--- src/rtl/pipeline_controller_pkg.sv ---
// Shared definitions for the pipeline controller: state encoding and the
// legal range of the redirect flush window.
package pipeline_controller_pkg;

  localparam logic [1:0] ST_RUN     = 2'd0;
  localparam logic [1:0] ST_MC_WAIT = 2'd1;
  localparam logic [1:0] ST_FLUSH   = 2'd2;

  localparam int FLUSH_CYCLES_MIN = 1;
  localparam int FLUSH_CYCLES_MAX = 7;
  localparam int FLUSH_CNT_W      = 3;

  typedef enum logic [1:0] {
    S_RUN     = ST_RUN,
    S_MC_WAIT = ST_MC_WAIT,
    S_FLUSH   = ST_FLUSH
  } ctrl_state_e;

  // Reload value for the flush window (cycles remaining after the redirect
  // cycle itself), clamped into the legal range.
  function automatic logic [FLUSH_CNT_W-1:0] flush_reload(input int n);
    if (n <= FLUSH_CYCLES_MIN) return '0;
    if (n >= FLUSH_CYCLES_MAX) return FLUSH_CNT_W'(FLUSH_CYCLES_MAX - 1);
    return FLUSH_CNT_W'(n - 1);
  endfunction

endpackage

--- src/rtl/pipeline_controller_sat_counter.sv ---
// Saturating up-counter with synchronous clear; holds at all-ones.
module pipeline_controller_sat_counter #(
  parameter int W = 32
) (
  input  logic         clk,
  input  logic         clr,
  input  logic         inc,
  output logic [W-1:0] count
);

  always_ff @(posedge clk) begin
    if (clr) begin
      count <= '0;
    end else if (inc && (count != '1)) begin
      count <= count + W'(1);
    end
  end

endmodule

--- src/rtl/pipeline_controller.sv ---
// Central stall/flush/hold sequencer for the IF/ID/EX pipeline registers.
// Outputs are Mealy; only state, flush window and perf counters are registered.
module pipeline_controller
  import pipeline_controller_pkg::*;
#(
  parameter int FLUSH_CYCLES = 1,
  parameter int CNT_W        = 32
) (
  input  logic             clk_i,
  input  logic             rst_i,
  input  logic             load_stall_i,
  input  logic             redirect_i,
  input  logic             icache_busywait_i,
  input  logic             dcache_busywait_i,
  input  logic             mc_start_i,
  input  logic             mc_done_i,
  output logic             stall_if_o,
  output logic             stall_id_o,
  output logic             flush_if_id_o,
  output logic             flush_id_ex_o,
  output logic             ex_hold_o,
  output logic             busywait_o,
  output logic [CNT_W-1:0] stall_cnt_o,
  output logic [CNT_W-1:0] flush_cnt_o
);

  localparam logic [FLUSH_CNT_W-1:0] FLUSH_RELOAD = flush_reload(FLUSH_CYCLES);
  localparam bit MULTI_FLUSH = (FLUSH_RELOAD != '0);

  ctrl_state_e            state;
  logic [FLUSH_CNT_W-1:0] flush_left;
  logic                   busy;
  logic                   accept_redirect;

  assign busy = icache_busywait_i | dcache_busywait_i;

  always_comb begin
    stall_if_o      = 1'b0;
    stall_id_o      = 1'b0;
    flush_if_id_o   = 1'b0;
    flush_id_ex_o   = 1'b0;
    ex_hold_o       = 1'b0;
    busywait_o      = busy;
    accept_redirect = 1'b0;
    unique case (state)
      S_RUN: begin
        // Redirect outranks everything: any stalled instruction is wrong-path.
        if (redirect_i) begin
          flush_if_id_o   = 1'b1;
          flush_id_ex_o   = 1'b1;
          accept_redirect = !busy;
        end else if (mc_start_i) begin
          stall_if_o = 1'b1;
          stall_id_o = 1'b1;
          ex_hold_o  = !mc_done_i;
        end else if (load_stall_i) begin
          stall_if_o = 1'b1;
          stall_id_o = 1'b1;
        end
      end
      S_MC_WAIT: begin
        stall_if_o = 1'b1;
        stall_id_o = 1'b1;
        ex_hold_o  = !mc_done_i;
      end
      S_FLUSH: begin
        flush_if_id_o = 1'b1;
        if (redirect_i) begin
          flush_id_ex_o   = 1'b1;
          accept_redirect = !busy;
        end
      end
      default: ;
    endcase
    if (rst_i) begin
      stall_if_o      = 1'b0;
      stall_id_o      = 1'b0;
      flush_if_id_o   = 1'b0;
      flush_id_ex_o   = 1'b0;
      ex_hold_o       = 1'b0;
      busywait_o      = 1'b0;
      accept_redirect = 1'b0;
    end
  end

  // A global busywait freezes the sequencer; held requests are taken afterwards.
  always_ff @(posedge clk_i) begin
    if (rst_i) begin
      state      <= S_RUN;
      flush_left <= '0;
    end else if (!busy) begin
      unique case (state)
        S_RUN: begin
          if (redirect_i) begin
            if (MULTI_FLUSH) begin
              flush_left <= FLUSH_RELOAD;
              state      <= S_FLUSH;
            end
          end else if (mc_start_i && !mc_done_i) begin
            state <= S_MC_WAIT;
          end
        end
        S_MC_WAIT: begin
          if (mc_done_i) state <= S_RUN;
        end
        S_FLUSH: begin
          if (redirect_i) begin
            flush_left <= FLUSH_RELOAD;
          end else if (flush_left <= FLUSH_CNT_W'(1)) begin
            flush_left <= '0;
            state      <= S_RUN;
          end else begin
            flush_left <= flush_left - FLUSH_CNT_W'(1);
          end
        end
        default: begin
          state      <= S_RUN;
          flush_left <= '0;
        end
      endcase
    end
  end

  pipeline_controller_sat_counter #(.W(CNT_W)) u_stall_cnt (
    .clk   (clk_i),
    .clr   (rst_i),
    .inc   (stall_id_o | busywait_o),
    .count (stall_cnt_o)
  );

  pipeline_controller_sat_counter #(.W(CNT_W)) u_flush_cnt (
    .clk   (clk_i),
    .clr   (rst_i),
    .inc   (accept_redirect),
    .count (flush_cnt_o)
  );

endmodule
--- config.mk ---
export PLATFORM = sky130hd
export DESIGN_NAME = pipeline_controller
export DESIGN_NICKNAME = d
export VERILOG_FILES = /design/src/rtl/pipeline_controller_pkg.sv /design/src/rtl/pipeline_controller_sat_counter.sv /design/src/rtl/pipeline_controller.sv
export SDC_FILE = /design/constraint.sdc
export NUM_CORES = 1
export LEC_CHECK = 0
export ABC_AREA = 0
export CAP_MARGIN = 10
export CORE_MARGIN = 2
export CORE_UTILIZATION = 46
export DETAILED_ROUTE_END_ITERATION = 6
export PLACE_DENSITY = 0.77
export SLEW_MARGIN = 20
export SYNTH_ARGS = -nofsm -noshare
export SYNTH_HDL_FRONTEND = slang
export SYNTH_SLANG_ARGS = --single-unit
--- constraint.sdc ---
create_clock -name clk_i -period 2.3 [get_ports clk_i]
set_clock_uncertainty 0.15 [all_clocks]
set_input_delay 0.46 -clock clk_i [delete_from_list [all_inputs] [get_ports clk_i]]
set_output_delay 0.46 -clock clk_i [all_outputs]
set_load 0.1 [all_outputs]
==> impl_metrics.py, run 1 <==
metrics = {
    "logic_synthesis": {
        "synth_fp_nets": 426,
        "synth_edf_count": 0,
        "postSynthAreaPerCell_um2": 8.289,
        "yosysTopAreaCell": "dfxtp_1",
        "yosysTopAreaCellShare_pct": 37.74,
        "ys_seq_elements": 65,
        "synth-seq-area-share_pct": 37.74,
        "yosysWarningCount": 0,
        "ys_async_sr_fraction_pct": 0,
        "netlist_instances": 416,
        "synth_cell_type_count": 51,
        "synthTopCellsByArea": "dfxtp_1 (38%), a21oi_1 (6.0%), or4_1 (5.0%)",
        "synthFlopType": "dfxtp_1",
        "syn_area_um2": 3448,
    },
    "sta": {
        "max_freq_mhz": 440.1,
        "grt_setup_unrepaired": "yes",
        "slew_headroom_pct": 59.26,
        "finalCriticalPeriod_ns": 2.272,
        "setup_viol": 0,
        "hold_viol_final": 0,
        "fin_crit_sh_pct": 98.78,
        "slew_violations": 0,
        "whs_ns": 0.3307,
        "timing.setup.tns_ns": 0,
        "max_slew.worst_pin.slew_ns": 0.6045,
    },
    "grt": {
        "antenna_found_initial": 0,
        "grt_use_met1_pct": 33.56,
        "grt_pass1_vias": 3653,
        "gr-usage-met3_pct": 4.674,
        "grt_max_degree": 34,
        "grt_overflow": 0,
        "met2_usage_pct": 40.30,
        "grt_pass1_wl_um": 17240,
        "busiest_layer": "met2",
        "gr-usage-all-layers_pct": 25.15,
    },
    "floorplan": {
        "die_w_um": 90.58,
        "start_util_pct": 47.54,
        "dieArea_um2": 8205,
        "io_pins": 78,
        "rows": 31,
        "core_area_um2": 7253,
        "die_y_um": 90.58,
    },
    "final_layout": {
        "final_common_cell": "buf_4",
        "antenna_cells": 0,
        "design_area_um2": 5136,
        "area_growth_pct": 48.95,
        "drive_above_1_share_pct": 46.64,
        "instances_no_fill": 650,
        "layout_common_cells": "buf_4 (123), nand2_1 (37), a21oi_1 (36)",
        "fin_nets": 556,
    },
    "power": {
        "power.total_mw": 2.168,
        "p_int_mw": 1.556,
        "p_sw_mw": 0.6120,
        "power_frac_comb_pct": 10.1,
        "p_clk_share_pct": 39.3,
        "peakVddDrop_v": 0.0003025,
        "leakage_nw": 1.864,
        "switching_share_pct": 28.23,
        "p_seq_share_pct": 50.6,
        "powerDensity_nw_per_um2": 422.1,
    },
    "clock_network": {
        "clkSlewWorstSetupHoldPaths_ns": 0.08,
        "cts_tree": "done",
        "ctsHoldBuffers": 0,
        "ctsRootBufferMaster": "clkbuf_8",
        "cts-buffers-inserted": 9,
        "clock_latency_ns": 0.35,
        "cts_max_level": 3,
        "clockBufferDepth": 2,
        "cts.sinks": 65,
    },
    "place": {
        "dp.cells": 623,
        "io_buffers": 77,
        "place_hpwl_um": 7209,
        "gp_congestion": 0.8140,
        "place_area_um2": 4791,
    },
    "drt": {
        "via_per_inst": 5.925,
        "drcViolationCount": 0,
        "drt_iter0_markers": 240,
        "wl_um": 10410,
        "dr_total_vias": 3851,
        "dr.pass1.iters": 4,
        "ant_nets": 0,
        "wl_per_cell_um": 16.02,
    },
    "worst_setup_path": {
        "cp.arrival_ns": 2.40,
        "cp_max_fo": 5,
        "reg2reg_slack_ns": 0.04,
        "cp-start-kind": "input pin",
        "critical_path_class": "in -> reg",
        "end_kind": "flip-flop",
        "reg2reg_depth": 7,
        "critPathRequiredTime_ns": 2.43,
    },
    "min_path": {
        "hold_depth": 1,
        "hold_path.class": "reg -> reg",
    },
    "outcome": {
        "outcome": "finished, final reports clean",
    },
    "flow_run": {
        "max_cap_violations": 0,
    },
}
worst paths after layout:
| check | startpoint | to |
|---|---|---|
| max | load_stall_i | u_stall_cnt.count[20] |
| min | u_stall_cnt.count[10] | u_stall_cnt.count[10] |
| max reg2reg | u_stall_cnt.count[0] | u_stall_cnt.count[20] |
| min reg2reg | u_stall_cnt.count[10] | u_stall_cnt.count[10] |
registers in the layout, summed over array words and instances (netlist names):
signal / count
u_flush_cnt.count: 32
state: 1
u_stall_cnt.count: 32
cell type report:
cell class | instances | area, um^2
multi-input cells | 323 | 2182
fillers | 577 | 2117
flip-flops and latches | 65 | 1466
repair buffers | 141 | 1176
clock buffers | 11 | 131.4
well taps | 99 | 123.9
clock inverters | 5 | 33.78
inverters | 6 | 22.52
logic make-up (layout without fill, tap and decap cells):
logic type / after synthesis / count (layout) / share of synthesized area [%]
AOI/OAI and AO/OA: 104 / 104 / 18.83
xor gates and xnor gates: 7 / 7 / 1.778
adders and majority gates: 2 / 2 / 0.7256
buffers and inverters: 29 / 163 / 3.991
DFF: 65 / 65 / 37.74
muxes: 12 / 12 / 3.810
and+or+nand+nor: 197 / 198 / 33.13
Yosys cell counts (9+ instances only):
cell and count:
or4_1 23, dfxtp_1 65, nor2b_1 11, nand2_1 37
and3_1 9, mux2_2 9, nor2_1 24, or3_1 16
nand4_1 16, nor4_1 12, clkbuf_1 10, a21oi_1 41
nand3_1 22, o31ai_1 22, o21ai_0 19
critical path: stages:
cell,delay [ns]
clkdlybuf4s50_1,0.48
o21bai_2,0.07
buf_4,0.17
a311oi_2,0.26
o211ai_1,0.25
buf_4,0.22
or3_1,0.36
a21oi_2,0.12
per-stage QoR:
stage | utilization (%) | setup WS [ns]
CTS | 69.55 | 0.02728
detailed placement | 66.05 | -0.5392
global placement | 66.05 | -0.5117
global route | 70.81 | -0.06177
floorplan | - | -0.8378
finish | 70.81 | 0.02799
power groups by stage:
stage                     clock network [mW]  logic (mW)  registers (mW)
after CTS                              0.860       0.210            1.10
after global routing                   0.919       0.230            1.10
after detailed placement                   0       0.209            1.13
after floorplan                            0       0.111            1.16
after global placement                     0       0.206            1.13
final                                  0.852       0.219            1.10
timing repair:
action	in CTS	in global routing
pin swaps	4	10
gates cloned	1	1
gates resized for setup	14	12
buffers inserted	2	7
setup endpoints to repair	31	29
per-layer routing:
| metal | wire, um | part of all wire (%) |
|---|---|---|
| met5 | 0 | 0 |
| met4 | 213 | 2.0 |
| met3 | 558 | 5.4 |
| met2 | 4891 | 47 |
| met1 | 4749 | 46 |
No activity file was read; power rests on OpenSTA's default activity.
==> inputs of run 2 (changes only) <==
--- a/config.mk
+++ b/config.mk
@@ -10,6 +10,7 @@
 export CORE_MARGIN = 2
 export CORE_UTILIZATION = 46
 export DETAILED_ROUTE_END_ITERATION = 6
+export GPL_ROUTABILITY_DRIVEN = 0
 export PLACE_DENSITY = 0.77
 export SLEW_MARGIN = 20
 export SYNTH_ARGS = -nofsm -noshare
==> results of run 2 <==
Same layout as run 1: the final DEF is identical, and so are final timing and power.
